**src/rtl/aes_core_arbiter.sv**
```systemverilog
// -----------------------------------------------------------------------------
// aes_core_arbiter
//
// Shares a single AES-128 encryption core between NUM_REQ requesters.
// A round-robin arbiter picks one pending request and latches its
// plaintext, key and requester index. It then pulses core_start for one
// cycle and waits for core_done, or gives up after TIMEOUT cycles. Finally
// it holds the ciphertext, tagged with the requester index, until the
// consumer takes it.
//
// Ports
//   clk, reset_n   clock (rising edge), asynchronous active-low reset
//   req_valid      per-requester request pending
//   req_ready      one-hot accept strobe, only asserted in IDLE
//   req_data       plaintexts, requester i at [128*i +: 128]
//   req_key        keys, requester i at [128*i +: 128]
//   rsp_valid      response available (held until rsp_ready)
//   rsp_ready      response consumer ready
//   rsp_id         index of the requester being answered
//   rsp_data       ciphertext (0 on timeout)
//   rsp_err        1 = core timed out
//   core_start     one-cycle start pulse to the core
//   core_data      latched plaintext to the core
//   core_key       latched key to the core
//   core_done      core completion (level or pulse), only looked at in WAIT
//   core_dataout   core ciphertext, valid while core_done=1
//   busy           1 whenever the arbiter is not idle
// -----------------------------------------------------------------------------
module aes_core_arbiter #(
   parameter int NUM_REQ = 4,
   parameter int TIMEOUT = 64,
   parameter int ID_W    = 2
) (
   input  logic                   clk,
   input  logic                   reset_n,
   input  logic [NUM_REQ-1:0]     req_valid,
   output logic [NUM_REQ-1:0]     req_ready,
   input  logic [NUM_REQ*128-1:0] req_data,
   input  logic [NUM_REQ*128-1:0] req_key,
   output logic                   rsp_valid,
   input  logic                   rsp_ready,
   output logic [ID_W-1:0]        rsp_id,
   output logic [127:0]           rsp_data,
   output logic                   rsp_err,
   output logic                   core_start,
   output logic [127:0]           core_data,
   output logic [127:0]           core_key,
   input  logic                   core_done,
   input  logic [127:0]           core_dataout,
   output logic                   busy
);

   localparam int CNT_W = $clog2(TIMEOUT + 1);

   typedef enum logic [1:0] {IDLE, ISSUE, WAIT, RESP} state_t;

   state_t           state_reg;
   logic [ID_W-1:0]  ptr_reg;
   logic [ID_W-1:0]  id_reg;
   logic [CNT_W-1:0] cnt_reg;
   logic [127:0]     data_reg;
   logic [127:0]     key_reg;
   logic [127:0]     rsp_data_reg;
   logic             rsp_err_reg;
   logic             rsp_valid_reg;
   logic             core_start_reg;
   logic             busy_reg;

   // Round-robin search state. cand carries one extra bit so that ptr+off
   // can be folded back below NUM_REQ without overflowing.
   logic             found;
   logic [ID_W-1:0]  winner;
   logic [ID_W:0]    cand;

   always_comb begin
      found  = 1'b0;
      winner = '0;
      cand   = '0;
      for (int off = 0; off < NUM_REQ; off++) begin
         cand = {1'b0, ptr_reg} + (ID_W+1)'(off);
         if (cand >= (ID_W+1)'(NUM_REQ))
            cand = cand - (ID_W+1)'(NUM_REQ);
         if (!found && req_valid[cand[ID_W-1:0]]) begin
            found  = 1'b1;
            winner = cand[ID_W-1:0];
         end
      end
   end

   // The accept strobe is combinational so the requester sees it in the
   // same cycle that the request is taken.
   genvar gi;
   generate
      for (gi = 0; gi < NUM_REQ; gi++) begin : g_ready
         assign req_ready[gi] = (state_reg == IDLE) && found && (winner == ID_W'(gi));
      end
   endgenerate

   always_ff @(posedge clk or negedge reset_n) begin
      if (!reset_n) begin
         state_reg      <= IDLE;
         ptr_reg        <= '0;
         id_reg         <= '0;
         cnt_reg        <= '0;
         data_reg       <= '0;
         key_reg        <= '0;
         rsp_data_reg   <= '0;
         rsp_err_reg    <= 1'b0;
         rsp_valid_reg  <= 1'b0;
         core_start_reg <= 1'b0;
         busy_reg       <= 1'b0;
      end else begin
         core_start_reg <= 1'b0;
         case (state_reg)
            IDLE: begin
               // found in IDLE means req_ready is up, so this edge is the handshake.
               if (found) begin
                  data_reg       <= req_data[128*int'(winner) +: 128];
                  key_reg        <= req_key[128*int'(winner) +: 128];
                  id_reg         <= winner;
                  core_start_reg <= 1'b1;
                  busy_reg       <= 1'b1;
                  state_reg      <= ISSUE;
               end
            end
            ISSUE: begin
               cnt_reg   <= '0;
               state_reg <= WAIT;
            end
            WAIT: begin
               cnt_reg <= cnt_reg + CNT_W'(1);
               // A completion in the last allowed cycle still counts as success.
               if (core_done) begin
                  rsp_data_reg  <= core_dataout;
                  rsp_err_reg   <= 1'b0;
                  rsp_valid_reg <= 1'b1;
                  state_reg     <= RESP;
               end else if (cnt_reg == CNT_W'(TIMEOUT - 1)) begin
                  rsp_data_reg  <= '0;
                  rsp_err_reg   <= 1'b1;
                  rsp_valid_reg <= 1'b1;
                  state_reg     <= RESP;
               end
            end
            RESP: begin
               if (rsp_ready) begin
                  rsp_valid_reg <= 1'b0;
                  busy_reg      <= 1'b0;
                  ptr_reg       <= (id_reg == ID_W'(NUM_REQ - 1)) ? '0 : id_reg + ID_W'(1);
                  state_reg     <= IDLE;
               end
            end
            default: begin
               state_reg <= IDLE;
            end
         endcase
      end
   end

   assign rsp_valid  = rsp_valid_reg;
   assign rsp_id     = id_reg;
   assign rsp_data   = rsp_data_reg;
   assign rsp_err    = rsp_err_reg;
   assign core_start = core_start_reg;
   assign core_data  = data_reg;
   assign core_key   = key_reg;
   assign busy       = busy_reg;

endmodule
```
**config.mk**
```make
export PLATFORM = sky130hd
export DESIGN_NAME = aes_core_arbiter
export DESIGN_NICKNAME = d
export VERILOG_FILES = /design/src/rtl/aes_core_arbiter.sv
export SDC_FILE = /design/constraint.sdc
export NUM_CORES = 1
export LEC_CHECK = 0
export BUFFER_PORTS_ARGS = -buffer_cell sky130_fd_sc_hd__buf_2
export CORE_AREA = 2 2 600 602
export DETAILED_ROUTE_END_ITERATION = 10
export DIE_AREA = 0 0 602 604
export GPL_ROUTABILITY_DRIVEN = 0
export PLACE_DENSITY = 0.3
export SLEW_MARGIN = 25
export SYNTH_ARGS = -nofsm -noshare
export SYNTH_HDL_FRONTEND = slang
export SYNTH_SLANG_ARGS = --single-unit
```
**constraint.sdc**
```tcl
create_clock -name clk -period 5.3 [get_ports clk]
set_clock_uncertainty 0.15 [all_clocks]
set_input_delay 1.59 -clock clk [delete_from_list [all_inputs] [get_ports clk]]
set_output_delay 1.59 -clock clk [all_outputs]
set_load 0.005 [all_outputs]
```
Word-level counts from Yosys, hierarchy flattened
Index checks and enable logic that the tools add are counted.
{ "word_totals": {"romBits": 0, "out_inout_bits": 394, "wordCells": 102, "mem_bits_rw": 0, "register_bits": 401, "input_bits": 1160, "mem_count": 0, "latch_bits": 0} }
{ "classes": {"addsub": 9, "shifts": 2, "div": 0, "n_mul": 0, "eq_ne": 11, "n_lt_le_gt_ge": 8, "n_bitwise": 0, "reduce_logical": 23, "muxes": 38} }
{ "ops": {"columns": ["cell", "count"], "rows": [
  ["$shiftx A512 B10 Y128", 2],
  ["$mux W128", 2],
  ["$mux W2", 13],
  ["$mux W1", 15],
  ["$pmux W7 S2", 1],
  ["$lt A2 B3 Y1 const B", 4],
  ["$eq A2 B2 Y1 const B", 5],
  ["$ge A3 B3 Y1 const B", 3],
  ["$reduce_and A3 Y1", 3],
  ["$bmux W1 S2", 4],
  ["$logic_and A1 B1 Y1", 8],
  ["$pmux W2 S4", 1],
  ["$reduce_bool A2 Y1", 4],
  ["$sub A2 B1 Y2 const B", 4],
  ["$add A7 B1 Y7 const B", 1],
  ["$eq A7 B6 Y1 const B", 1],
  ["$add A2 B2 Y3 const B", 2],
  ["$reduce_and A2 Y1", 3],
  ["$eq A2 B1 Y1 const B", 2],
  ["$logic_not A2 Y1", 2],
  ["$ne A2 B2 Y1 const B", 2],
  ["$pmux W1 S2", 2],
  ["$add A2 B1 Y3 const B", 1],
  ["$ge A2 B3 Y1 const B", 1],
  ["3 further kinds", 5]
]} }

Longest topological paths before layout
{ "logic_depth": {"depth_word": 16, "ltp_mapped": 10, "ltp_nobuf": 7} }

Worst setup path before layout
Ideal clock, no wire load.
{ "synth_path": {"path_kind": "input to output", "startpoint": "input req_valid[3]", "endpoint": "output req_ready[2]", "t_arrival_ns": 2.837, "path_slack_ns": 0.723, "n_path_buf": 4, "cell_stages": 9, "t_required_ns": 3.560, "path_cell_list": "buf_2 nor4_2 nand2b_1 buf_2 inv_2 o221ai_2 buf_2 buf_2 nor2_1"} }
{ "synth_between": {"elab_chain_len": 14, "elab_cells_between_ends": 25, "classes_between": "eq/ne (1); mux (16); reduce/logical (8)"} }
{ "synth_lines": {"columns": ["item", "line", "source"], "rows": [
  ["from (decl)", "36", "input logic [NUM_REQ-1:0] req_valid,"],
  ["$bmux W1 S2", "83", "if (!found && req_valid[cand[ID_W-1:0]]) begin"],
  ["$mux W1 (implied by the code)", "83", null],
  ["$mux W1", "83", null],
  ["$logic_not A1 Y1", "83", null],
  ["$logic_and A1 B1 Y1", "83", null],
  ["$mux W1", "83", null],
  ["$logic_not A1 Y1", "83", null],
  ["$logic_and A1 B1 Y1", "83", null],
  ["$mux W1", "83", null],
  ["$logic_not A1 Y1", "83", null],
  ["$logic_and A1 B1 Y1", "83", null],
  ["$mux W2 / $mux W1 (equally long branches)", "83", null],
  ["$eq A2 B2 Y1 / $logic_and A1 B1 Y1 (equally long branches)", "95", "assign req_ready[gi] = (state_reg == IDLE) && found && (winner == ID_W'(gi));"],
  ["$logic_and A1 B1 Y1 *", "95", null],
  ["to (decl)", "37", "output logic [NUM_REQ-1:0] req_ready,"]
]} }
Mark *: on every way between the ends. The rest lies on a longest branch, timed or not. The select of a mux whose other input is x is not followed.

Worst setup path after layout
{ "layout_path": {"startpoint": "input req_valid[3]", "endpoint": "output req_ready[1]"} }
{ "layout_between": {"elab_chain_len": 14, "elab_cells_between_ends": 25, "classes_between": "eq/ne (1); mux (16); reduce/logical (8)"} }
{ "layout_lines": {"columns": ["item", "line"], "rows": [
  ["$bmux W1 S2", "83"],
  ["$mux W1 (implied by the code)", "83"],
  ["$mux W1", "83"],
  ["$logic_not A1 Y1", "83"],
  ["$logic_and A1 B1 Y1", "83"],
  ["$mux W1", "83"],
  ["$logic_not A1 Y1", "83"],
  ["$logic_and A1 B1 Y1", "83"],
  ["$mux W1", "83"],
  ["$logic_not A1 Y1", "83"],
  ["$logic_and A1 B1 Y1", "83"],
  ["$mux W2 / $mux W1 (equally long branches)", "83"],
  ["$eq A2 B1 Y1 / $logic_and A1 B1 Y1 (equally long branches)", "95"],
  ["$logic_and A1 B1 Y1 *", "95"]
]} }
Marked as above.

==> flow_summary.ini <==
[clock_tree]
htree_levels = 3
insertion_delay_ns = 0.75
ctsLongestPathBuffers = 4
cts_buffers = 70
cts_resized = 0
holdBufCountCts = 0
post_cts_buffers = 0
cts_tree = built
cts-root-buf = clkbuf_16
cts_num_sinks = 401
clk_pin_slew_ns = 0.05

[detailed_routing]
wire_per_inst_um = 29.21
drtPass1Iterations = 5
drt_iter0_markers = 2252
vias_per_cell = 3.203
wl_met2_um = 125800
drt-met1-wl_um = 92760
ant_nets = 0
drt-total-wl_um = 250300
drc = 0
dr_wl_met3_um = 22190
routed.top_layer = met5
num_vias = 27440

[sta]
tightest_slew_ns = 1.175
max_slew_margin = 0.2163
layout_setup_ws_ns = 0.5210
timing.fmax_ghz = 0.2092
report.final.hold_viol_count = 0
rsz0062_at_grt = no
holdWs_ns = 0.3380
fin_setup_tns_ns = 0
slew_viol_final = 0
setup_viol = 0
fin_crit_ns = 4.779
min_period_over_period = 0.9017

[pwr]
p_comb_frac = 0.498
power.density_nw_per_um2 = 521.3
p_sw_w = 0.009203
p_total_w = 0.02027
p_leak_nw = 16.66
p_int_w = 0.01106
clkPwrFrac = 0.229
irDropWorstVdd_v = 0.0003500
p_seq_frac = 0.273
p_sw_frac = 0.4541

[setup_path]
crit_required_ns = 3.56
cp.buffers_inverters = 2
cp_slowest_cell = nor3_1
critical_path_class = in2out
crit_chain = buf_2 > or2_4 > nand3_4 > nor3_1 > buf_2
cp-end-kind = output pin
critical_path_peak_fanout = 12
cp_top_family = simple AND/OR/NAND/NOR gates
cpMostUsedCell = buf_2
reg2reg_to = core_key[112]
r2r_start = ptr_reg[1]
arrival_ns = 3.04
rrSetupSlack_ns = 1.92
start_kind = primary input
reg2reg_depth = 7
max_stage_delay_ns = 0.38

[global_route]
overflow = 0
grt_pass1_vias = 27410
antenna_found_initial = 290
grt_max_degree = 116
grt_pass1_wl_um = 311500
grt_use_total = 0.1313

[hold_path]
whs_path_depth = 2
min-delay-start = core_data[76]
hp-class = reg2reg
holdPathEnd = core_data[76]

[synthesis]
syn-cell-area_um2 = 22780
asyncSetResetFlopFracSynth = 1.000
syn_area_per_cell_um2 = 10.37
ys_top_cells_by_count = a211oi_1 (437), dfrtp_1 (401), mux2i_1 (258)
synth_nets = 3362
synth.largest_area_cell = dfrtp_1
ys_types = 42
synth_seq_area_share = 0.4404
synth_area_leaders = dfrtp_1 (44%), a211oi_1 (14%), mux2i_1 (11%), and4_1 (8.8%), a22o_1 (4.9%)
synth-seq-cells = 401
synth_most_common_cell = a211oi_1
synth_ff_type = dfrtp_1
synth_edf_count = 0
yosysTopAreaCellShare = 0.4404
ys_warn_count = 0
synthCells = 2196

[die]
die-area_um2 = 363600
rows = 220
die_w_um = 602
start_util = 0.06372
io_pins = 1554
core_region_area_um2 = 357600
die_h_um = 604

[final_layout]
synthToLayoutAreaGrowth_pct = 70.64
fin_area_um2 = 38880
layout-drive-gt1-share = 0.4824
fin_nets = 4816

[placed_design]
dp_hpwl_um = 213000
numPortBuffers = 1553
placed_area_um2 = 36450
dp_slack_ns = 0.4973

[job]
max_cap_viol_count = 0

[outcome]
status = finished, final reports clean
worst max path at each step:
stage	start	end	slack, ns	cells past startpoint
6_report	req_valid[3]	req_ready[1]	0.52	5
3_3_place_gp	req_valid[0]	req_ready[1]	0.41	6
3_5_place_dp	req_valid[3]	req_ready[1]	0.50	5
2_1_floorplan	req_valid[3]	req_ready[2]	0.72	9
5_1_grt	req_valid[2]	req_ready[1]	0.44	6
4_1_cts	req_valid[3]	req_ready[1]	0.49	5
cells by family (layout without fill, tap and decap cells):
group,count (synthesis),count (layout),synth area share
adders and majority gates,6,6,0.003295
and+or+nand+nor,557,557,0.1473
muxes,260,260,0.1143
DFF,401,401,0.4404
buffers and inverters,279,1777,0.05420
other,0,102,0
xor gates and xnor gates,1,1,0.0003845
AOI/OAI and AO/OA,692,692,0.2400
through the flow:
stage / instances / util
4_1_cts: 8467 / 0.1080
6_report: 8569 / 0.1087
2_1_floorplan: 2196 / -
3_5_place_dp: 8351 / 0.1019
5_1_grt: 8493 / 0.1082
3_3_place_gp: 8351 / 0.1019
worst register-to-register path: stages (launching register included):
cell      delay, ns
dfrtp_1        0.48
nand2b_1       0.24
a21o_4         0.28
nand3_4        0.28
buf_12         0.23
buf_4          0.68
mux2i_1        0.72
a211oi_1       0.17
layer usage:
metal  GRT usage  vias up
met4     0.03482       82
met3     0.04749      565
met2      0.2366     1652
met5           0        -
met1      0.1443    13440
li1            -    11700
cells in the final DEF (no fill, tap or decap), drive strengths merged, types with 2 or more instances in the layout:
cell and n:
mux2 2, o21ai 7, nand4 29, a21o 2
bufinv 4, diode 102, nand2 41, nand2b 2
mux2i 258, clkinv 12, dfrtp 401, nand3 7
nor2b 2, o211ai 27, ha 6, clkbuf 99
and4 229, and3 2, o31ai 28, a21oi 9
nor2 237, inv 13, nor3 3, buf 1648
a211oi 458, a211o 27, or2 2, a22o 128
power groups by stage:
stage                     logic, W  clock network, W  registers (W)
after floorplan            0.00469                 0        0.00547
after global placement      0.0104                 0        0.00555
after detailed placement    0.0104                 0        0.00555
after CTS                   0.0104           0.00485        0.00553
after global routing        0.0109           0.00493        0.00570
final                       0.0101           0.00464        0.00553
cell type report:
class,instances,area (µm²)
antenna,102,255.2
clock buffer,99,1952
clock inverter,17,221.5
fill,41440,318700
inverter,13,56.30
multi-input combinational,1516,11590
sequential,401,10030
tap,4773,5972
timing repair buffer,1648,8796
No activity file was read; power rests on OpenSTA's default activity.
